File: src/rtl/imem_loader_if.sv
// imem_loader_if: byte-stream input (valid/ready) plus the instruction-memory
// write port driven by the boot loader.
//   slave  : the loader side (consumes bytes, drives the imem write port)
//   master : the stream source / memory side
interface imem_loader_if;
    logic        in_valid;
    logic [7:0]  in_data;
    logic        in_ready;
    logic        wr_en;
    logic [31:0] wr_addr;
    logic [31:0] wr_data;

    modport slave (
        input  in_valid,
        input  in_data,
        output in_ready,
        output wr_en,
        output wr_addr,
        output wr_data
    );

    modport master (
        output in_valid,
        output in_data,
        input  in_ready,
        input  wr_en,
        input  wr_addr,
        input  wr_data
    );
endinterface

File: src/rtl/imem_loader.sv
// imem_loader: boot-time instruction-memory writer.
// Parses a framed byte stream:
//   MAGIC, cnt_lo, cnt_hi, 4*N payload bytes (LSB first), [checksum]
// Each assembled 32-bit word is written with a single-cycle wr_en pulse, and
// the core is held in reset (cpu_rst_n low) while a frame is being loaded.
// Optional feature macro: LOADER_CHECKSUM_EN adds a trailing 8-bit payload
// checksum byte that decides between DONE and ERR.
module imem_loader #(
    parameter int unsigned BASE_WORD = 0,
    parameter int unsigned DEPTH     = 128,
    parameter logic [7:0]  MAGIC     = 8'hA5
) (
    input  logic          clk,
    input  logic          rst_n,
    imem_loader_if.slave  bus,
    output logic          cpu_rst_n,
    output logic          done,
    output logic          err
);

    typedef enum logic [2:0] {
        S_IDLE,
        S_CNT_LO,
        S_CNT_HI,
        S_DATA,
        S_WRITE,
        S_CSUM,
        S_DONE,
        S_ERR
    } state_t;

`ifdef LOADER_CHECKSUM_EN
    localparam state_t S_AFTER_LAST = S_CSUM;
`else
    localparam state_t S_AFTER_LAST = S_DONE;
`endif

    localparam logic [16:0] DEPTH_W = 17'(DEPTH);
    localparam logic [31:0] BASE_W  = 32'(BASE_WORD);

    state_t      state_q, state_d;
    logic [15:0] cnt_q,   cnt_d;    // words still to write (low byte staged in CNT_LO)
    logic [1:0]  idx_q,   idx_d;    // byte position within the current word
    logic [23:0] asm_q,   asm_d;    // lower three bytes of the word being assembled
    logic [31:0] addr_q,  addr_d;
    logic [31:0] data_q,  data_d;   // only updated when a word is complete
`ifdef LOADER_CHECKSUM_EN
    logic [7:0]  csum_q,  csum_d;
`endif

    logic        xfer;
    logic [15:0] n_full;

    assign xfer   = bus.in_valid & bus.in_ready;
    assign n_full = {bus.in_data, cnt_q[7:0]};

    // State and datapath registers; reset aborts any frame in flight.
    always_ff @(posedge clk or negedge rst_n) begin
        if (!rst_n) begin
            state_q <= S_IDLE;
            cnt_q   <= '0;
            idx_q   <= '0;
            asm_q   <= '0;
            addr_q  <= BASE_W;
            data_q  <= '0;
`ifdef LOADER_CHECKSUM_EN
            csum_q  <= '0;
`endif
        end else begin
            state_q <= state_d;
            cnt_q   <= cnt_d;
            idx_q   <= idx_d;
            asm_q   <= asm_d;
            addr_q  <= addr_d;
            data_q  <= data_d;
`ifdef LOADER_CHECKSUM_EN
            csum_q  <= csum_d;
`endif
        end
    end

    // Frame parser: next state and next datapath values.
    always_comb begin
        state_d = state_q;
        cnt_d   = cnt_q;
        idx_d   = idx_q;
        asm_d   = asm_q;
        addr_d  = addr_q;
        data_d  = data_q;
`ifdef LOADER_CHECKSUM_EN
        csum_d  = csum_q;
`endif
        case (state_q)
            S_IDLE, S_DONE, S_ERR: begin
                // Anything other than MAGIC is consumed and dropped.
                if (xfer && bus.in_data == MAGIC) begin
                    state_d = S_CNT_LO;
                    idx_d   = '0;
`ifdef LOADER_CHECKSUM_EN
                    csum_d  = '0;
`endif
                end
            end
            S_CNT_LO: begin
                if (xfer) begin
                    cnt_d   = {8'h00, bus.in_data};
                    state_d = S_CNT_HI;
                end
            end
            S_CNT_HI: begin
                if (xfer) begin
                    cnt_d = n_full;
                    if ({1'b0, n_full} > DEPTH_W) begin
                        state_d = S_ERR;
                    end else if (n_full == 16'd0) begin
                        state_d = S_AFTER_LAST;
                    end else begin
                        state_d = S_DATA;
                        addr_d  = BASE_W;
                        idx_d   = '0;
                    end
                end
            end
            S_DATA: begin
                if (xfer) begin
                    idx_d = idx_q + 2'd1;
`ifdef LOADER_CHECKSUM_EN
                    csum_d = csum_q + bus.in_data;
`endif
                    case (idx_q)
                        2'd0: asm_d[7:0]   = bus.in_data;
                        2'd1: asm_d[15:8]  = bus.in_data;
                        2'd2: asm_d[23:16] = bus.in_data;
                        default: begin
                            data_d  = {bus.in_data, asm_q};
                            state_d = S_WRITE;
                        end
                    endcase
                end
            end
            S_WRITE: begin
                // The write itself happens this cycle; advance to the next word.
                addr_d  = addr_q + 32'd1;
                cnt_d   = cnt_q - 16'd1;
                state_d = (cnt_q == 16'd1) ? S_AFTER_LAST : S_DATA;
            end
`ifdef LOADER_CHECKSUM_EN
            S_CSUM: begin
                if (xfer) begin
                    state_d = (bus.in_data == csum_q) ? S_DONE : S_ERR;
                end
            end
`endif
            default: state_d = S_IDLE;
        endcase
    end

    assign bus.in_ready = (state_q != S_WRITE);
    assign bus.wr_en    = (state_q == S_WRITE);
    assign bus.wr_addr  = addr_q;
    assign bus.wr_data  = data_q;
    assign cpu_rst_n    = (state_q == S_IDLE) || (state_q == S_DONE) || (state_q == S_ERR);
    assign done         = (state_q == S_DONE);
    assign err          = (state_q == S_ERR);

endmodule

File: src/flat_wrapper.sv
// flat-port wrapper written by rule: the top's interface ports become plain ports
module imem_loader_flat 
#(
    parameter int unsigned BASE_WORD = 0,
    parameter int unsigned DEPTH     = 128,
    parameter logic [7:0]  MAGIC     = 8'hA5
)
  (clk, rst_n, cpu_rst_n, done, err, bus_in_valid, bus_in_data, bus_in_ready, bus_wr_en, bus_wr_addr, bus_wr_data);
  imem_loader_if bus_i ();
  input  logic clk;
  input  logic rst_n;
  output logic cpu_rst_n;
  output logic done;
  output logic err;
  input wire logic [$bits(bus_i.in_valid)-1:0] bus_in_valid;
  input wire logic [$bits(bus_i.in_data)-1:0] bus_in_data;
  output wire logic [$bits(bus_i.in_ready)-1:0] bus_in_ready;
  output wire logic [$bits(bus_i.wr_en)-1:0] bus_wr_en;
  output wire logic [$bits(bus_i.wr_addr)-1:0] bus_wr_addr;
  output wire logic [$bits(bus_i.wr_data)-1:0] bus_wr_data;
  assign bus_i.in_valid = bus_in_valid;
  assign bus_i.in_data = bus_in_data;
  assign bus_in_ready = bus_i.in_ready;
  assign bus_wr_en = bus_i.wr_en;
  assign bus_wr_addr = bus_i.wr_addr;
  assign bus_wr_data = bus_i.wr_data;
  imem_loader #(.BASE_WORD(BASE_WORD), .DEPTH(DEPTH), .MAGIC(MAGIC)) u_core (.clk(clk), .rst_n(rst_n), .bus(bus_i), .cpu_rst_n(cpu_rst_n), .done(done), .err(err));
endmodule
File: config.mk
export PLATFORM = sky130hd
export DESIGN_NAME = imem_loader_flat
export DESIGN_NICKNAME = d
export VERILOG_FILES = /design/src/rtl/imem_loader_if.sv /design/src/rtl/imem_loader.sv /design/src/flat_wrapper.sv
export SDC_FILE = /design/constraint.sdc
export NUM_CORES = 1
export LEC_CHECK = 0
export ABC_AREA = 1
export BUFFER_PORTS_ARGS = -buffer_cell sky130_fd_sc_hd__buf_2
export CAP_MARGIN = 20
export CORE_MARGIN = 4
export CORE_UTILIZATION = 55
export DETAILED_ROUTE_END_ITERATION = 10
export PLACE_DENSITY_LB_ADDON = 0.08
export SLEW_MARGIN = 20
export SYNTH_ARGS = -nofsm -noshare
export SYNTH_HDL_FRONTEND = slang
export SYNTH_SLANG_ARGS = --single-unit
export TNS_END_PERCENT = 5
File: constraint.sdc
create_clock -name clk -period 2.2 [get_ports clk]
set_input_delay 0.11 -clock clk [delete_from_list [all_inputs] [get_ports clk]]
set_output_delay 0.11 -clock clk [all_outputs]
set_load 0.1 [all_outputs]
==> summary.md <==
| Metric | Value |
|---|---|
| Setup clock skew after layout | 0.0103 ns |
| Synth Warn # | 0 |
| GRT Max-Usage Layer | met2 |
| Crit path largest cell delay | 0.45 ns |
| Sum of negative setup slack | 0 ns |
| Flops & latches, synth | 109 |
| Inserted Diodes | 0 |
| Startpoint type of the worst setup path | flop |
| Drt first pass iters | 5 |
| Crit path kind | flop to primary output |
| Ordered cell list for the critical path | nor2_1, nand2_1, inv_2, buf_12, buf_12 |
| 1st-iter DRT viols | 403 |
| # port buffers | 79 |
| Yosys cell types | 27 |
| Initial Util | 56.3% |
| Root buffer cell | clkbuf_8 |
| Clock-pin slew on the worst setup and hold paths | 0.11 ns |
| TritonCTS buffer count | 9 |
| DP Area | 0.00645 mm² |
| Grt ovf | 0 |
| Post-route cell area | 0.00668 mm² |
| Worst Path Required | 2.09 ns |
| CP delay by family, top | buffers and inverters |
| Overall routing resource usage | 23.9% |
| Clock Latency Late Sink | 0.38 ns |
| Slew at the pin closest to its max-slew limit | 0.573 ns |
| Clock Path Buffers | 2 |
| Power Dens Cells | 1530 mW/mm² |
| Worst Hold End | u_core.cnt_q[10] |
| First-pass GRT wire length | 24300 µm |
| Die W | 111 µm |
| WL/cell | 13.8 µm |
| Global routing usage on met2 | 40.0% |
| Synthesis-to-layout area growth | 14.8% |
| Syn_nets | 832 |
| Vias in the first global route | 5106 |
| Vias post-DR | 5519 |
| # Max-Cap Violations | 0 |
| Routed Wire Length | 14300 µm |
| Final hold vios | 0 |
| Initial antenna violation count | 0 |
| # IOs | 80 |
| Cell mode on critical path | buf_12 |
| Clock sink total | 109 |
| DRC Markers | 0 |
| Most common cell after layout, fill and taps aside | nand2_1 |
| Post-cts resize count | 0 |
| P_leak | 3.35 nW |
| Routed vias/inst | 5.31 |
| HP Class | input pin to flop |
| Die height | 111 µm |
| Critical path arrival | 1.85 ns |
| Largest net degree at the start of global routing | 65 |
| Most frequent cells in the layout | nand2_1, nor2_1, dfrtp_1, inv_1, buf_2 |
| Global Route met1 Usage | 31.8% |
| Die area | 0.0123 mm² |
| Fraction of layout cells with a size suffix above 1 | 14.2% |
| Final worst path period share | 89.3% |
| Status | complete, no violations |
| Final worst path period need | 1.96 ns |
| Syn Area/Cell | 7.15 µm² |
| FMAX | 509 MHz |
| RSZ-0062 raised after global routing | false |
| Core Footprint | 0.0103 mm² |
| NumNets Final | 918 |
| Maximum vdd drop | 1.14 mV |
| Syn Inst Count | 813 |
| Hold Startpoint | bus_in_data[2] |
| Row cnt | 37 |
| CP Capture Type | primary output |
| Setup slack, reg-to-reg | 0.33 ns |
| Final Max Tran Viols | 0 |
| M3 GR Usage | 4.75% |
| Sequential share of the synthesized area | 46.9% |
| Post-DP HPWL | 10500 µm |
| Critical R2R Capture | u_core.bus.wr_addr[30] |
| Buf+Inv Stages, Crit Path | 3 |
| Setup violators final | 0 |
| Gpl congestion | 0.972 |
| CTS tree | built |
| Reg2reg path depth | 10 |
| Post-Syn Area | 0.00582 mm² |
| Worst-path maximum fanout | 45 |
| Max-slew headroom | 61.8% |
| Critical path's slowest cell | dfrtp_1 |
| Hold Path Stages | 3 |
| H-tree depth | 3 |
| Final ANT Viol Nets | 0 |
| RR Startpoint | u_core.bus.wr_addr[0] |
routing by layer:
metal  wire length [µm]  up-vias
met1               6500     2596
met5                  0        -
li1                   -     2736
met4                248        0
met3                788       29
met2               6800      158
how the worst max path moves through the flow:
| stage | cells after the start | end | slack (ns) | startpoint |
|---|---|---|---|---|
| floorplan | 9 | u_core.state_q[2] | -0.28 | u_core.state_q[2] |
| global placement | 10 | u_core.bus.wr_addr[30] | 0.37 | u_core.bus.wr_addr[0] |
| detailed placement | 10 | u_core.bus.wr_addr[30] | 0.34 | u_core.bus.wr_addr[0] |
| CTS | 5 | bus_wr_en | 0.24 | u_core.state_q[1] |
| global route | 10 | u_core.bus.wr_addr[14] | 0.1 | u_core.bus.wr_addr[0] |
| finish | 5 | bus_wr_en | 0.24 | u_core.state_q[1] |
report_power, final:
part / leakage [nW] / switching, mW / internal, mW
logic: 1.89 / 4.36 / 1.17
registers: 1.35 / 0.692 / 2.72
clock network: 0.104 / 0.724 / 0.545
flip-flops by register name, indices dropped and copies added, names as in the netlist:
name / flops
u_core.bus.wr_data: 32
u_core.idx_q: 2
u_core.cnt_q: 16
u_core.state_q: 3
u_core.asm_q: 24
u_core.bus.wr_addr: 32
repair_timing:
action / 4_1_cts / 5_1_grt
hold buffers: 2 / 0
hold endpoints to repair: 41 / 0
setup buffers: 0 / 0
worst register-to-register path, stage by stage (launching register included):
cell and delay (ns):
dfrtp_2 0.44, ha_1 0.22, nand2_1 0.08, nor2_1 0.12
inv_1 0.09, nor2_1 0.29, inv_1 0.11, nor2_1 0.19
nand3_1 0.10, nand3_1 0.09, nand2_1 0.05
synth_stat cells:
cell / count / area (µm²)
mux2_2: 3 / 33.8
clkbuf_1: 4 / 15.0
nand2_1: 253 / 950
o21bai_1: 4 / 30.0
o21ai_1: 1 / 5.00
a21oi_1: 43 / 215
nor2_1: 119 / 447
inv_1: 97 / 364
xor2_1: 2 / 17.5
and2_1: 1 / 6.26
o22ai_1: 3 / 18.8
a22oi_1: 1 / 7.51
nand3_2: 1 / 10.0
nor3_1: 16 / 80.1
nand3_1: 69 / 345
clkinv_1: 1 / 3.75
ha_1: 8 / 100
inv_2: 3 / 11.3
dfrtp_1: 109 / 2730
o21ai_0: 38 / 190
nor3_4: 2 / 32.5
nand3b_1: 2 / 15.0
o32ai_1: 1 / 8.76
a31oi_1: 4 / 25.0
or2_2: 7 / 43.8
buf_2: 15 / 75.1
nand4_1: 6 / 37.5
final cells by class:
cell class / instances / area [µm²]
clock buffers: 9 / 124
clock inverters: 6 / 78.8
fillers: 936 / 3650
inverters: 101 / 379
multi-input cells: 584 / 2620
flip-flops and latches: 109 / 2730
well taps: 136 / 170
repair buffers: 94 / 568
cell families (layout without fill, tap and decap cells):
logic type	Yosys count	after routing	share of synthesized area, %
buf+inv	120	210	8.07
compound gates	95	95	8.61
mux	3	3	0.581
fa+ha+maj	8	8	1.72
xor+xnor	2	2	0.301
simple gates	476	476	33.8
flops	109	109	46.9
through the flow:
stage / power [mW] / worst slack, ns / hold slack [ns] / util [%] / instances
floorplan: 7.78 / -0.281 / -0.186 / - / 813
global placement: 8.85 / 0.366 / 0.136 / 62.5 / 1022
detailed placement: 8.97 / 0.337 / 0.141 / 62.5 / 1022
CTS: 10.2 / 0.240 / 0.0166 / 64.7 / 1039
global route: 10.9 / 0.0953 / 0.0241 / 64.7 / 1039
finish: 10.2 / 0.236 / 0.0130 / 64.7 / 1039
Note: power is estimated with default switching activity, not from simulation.
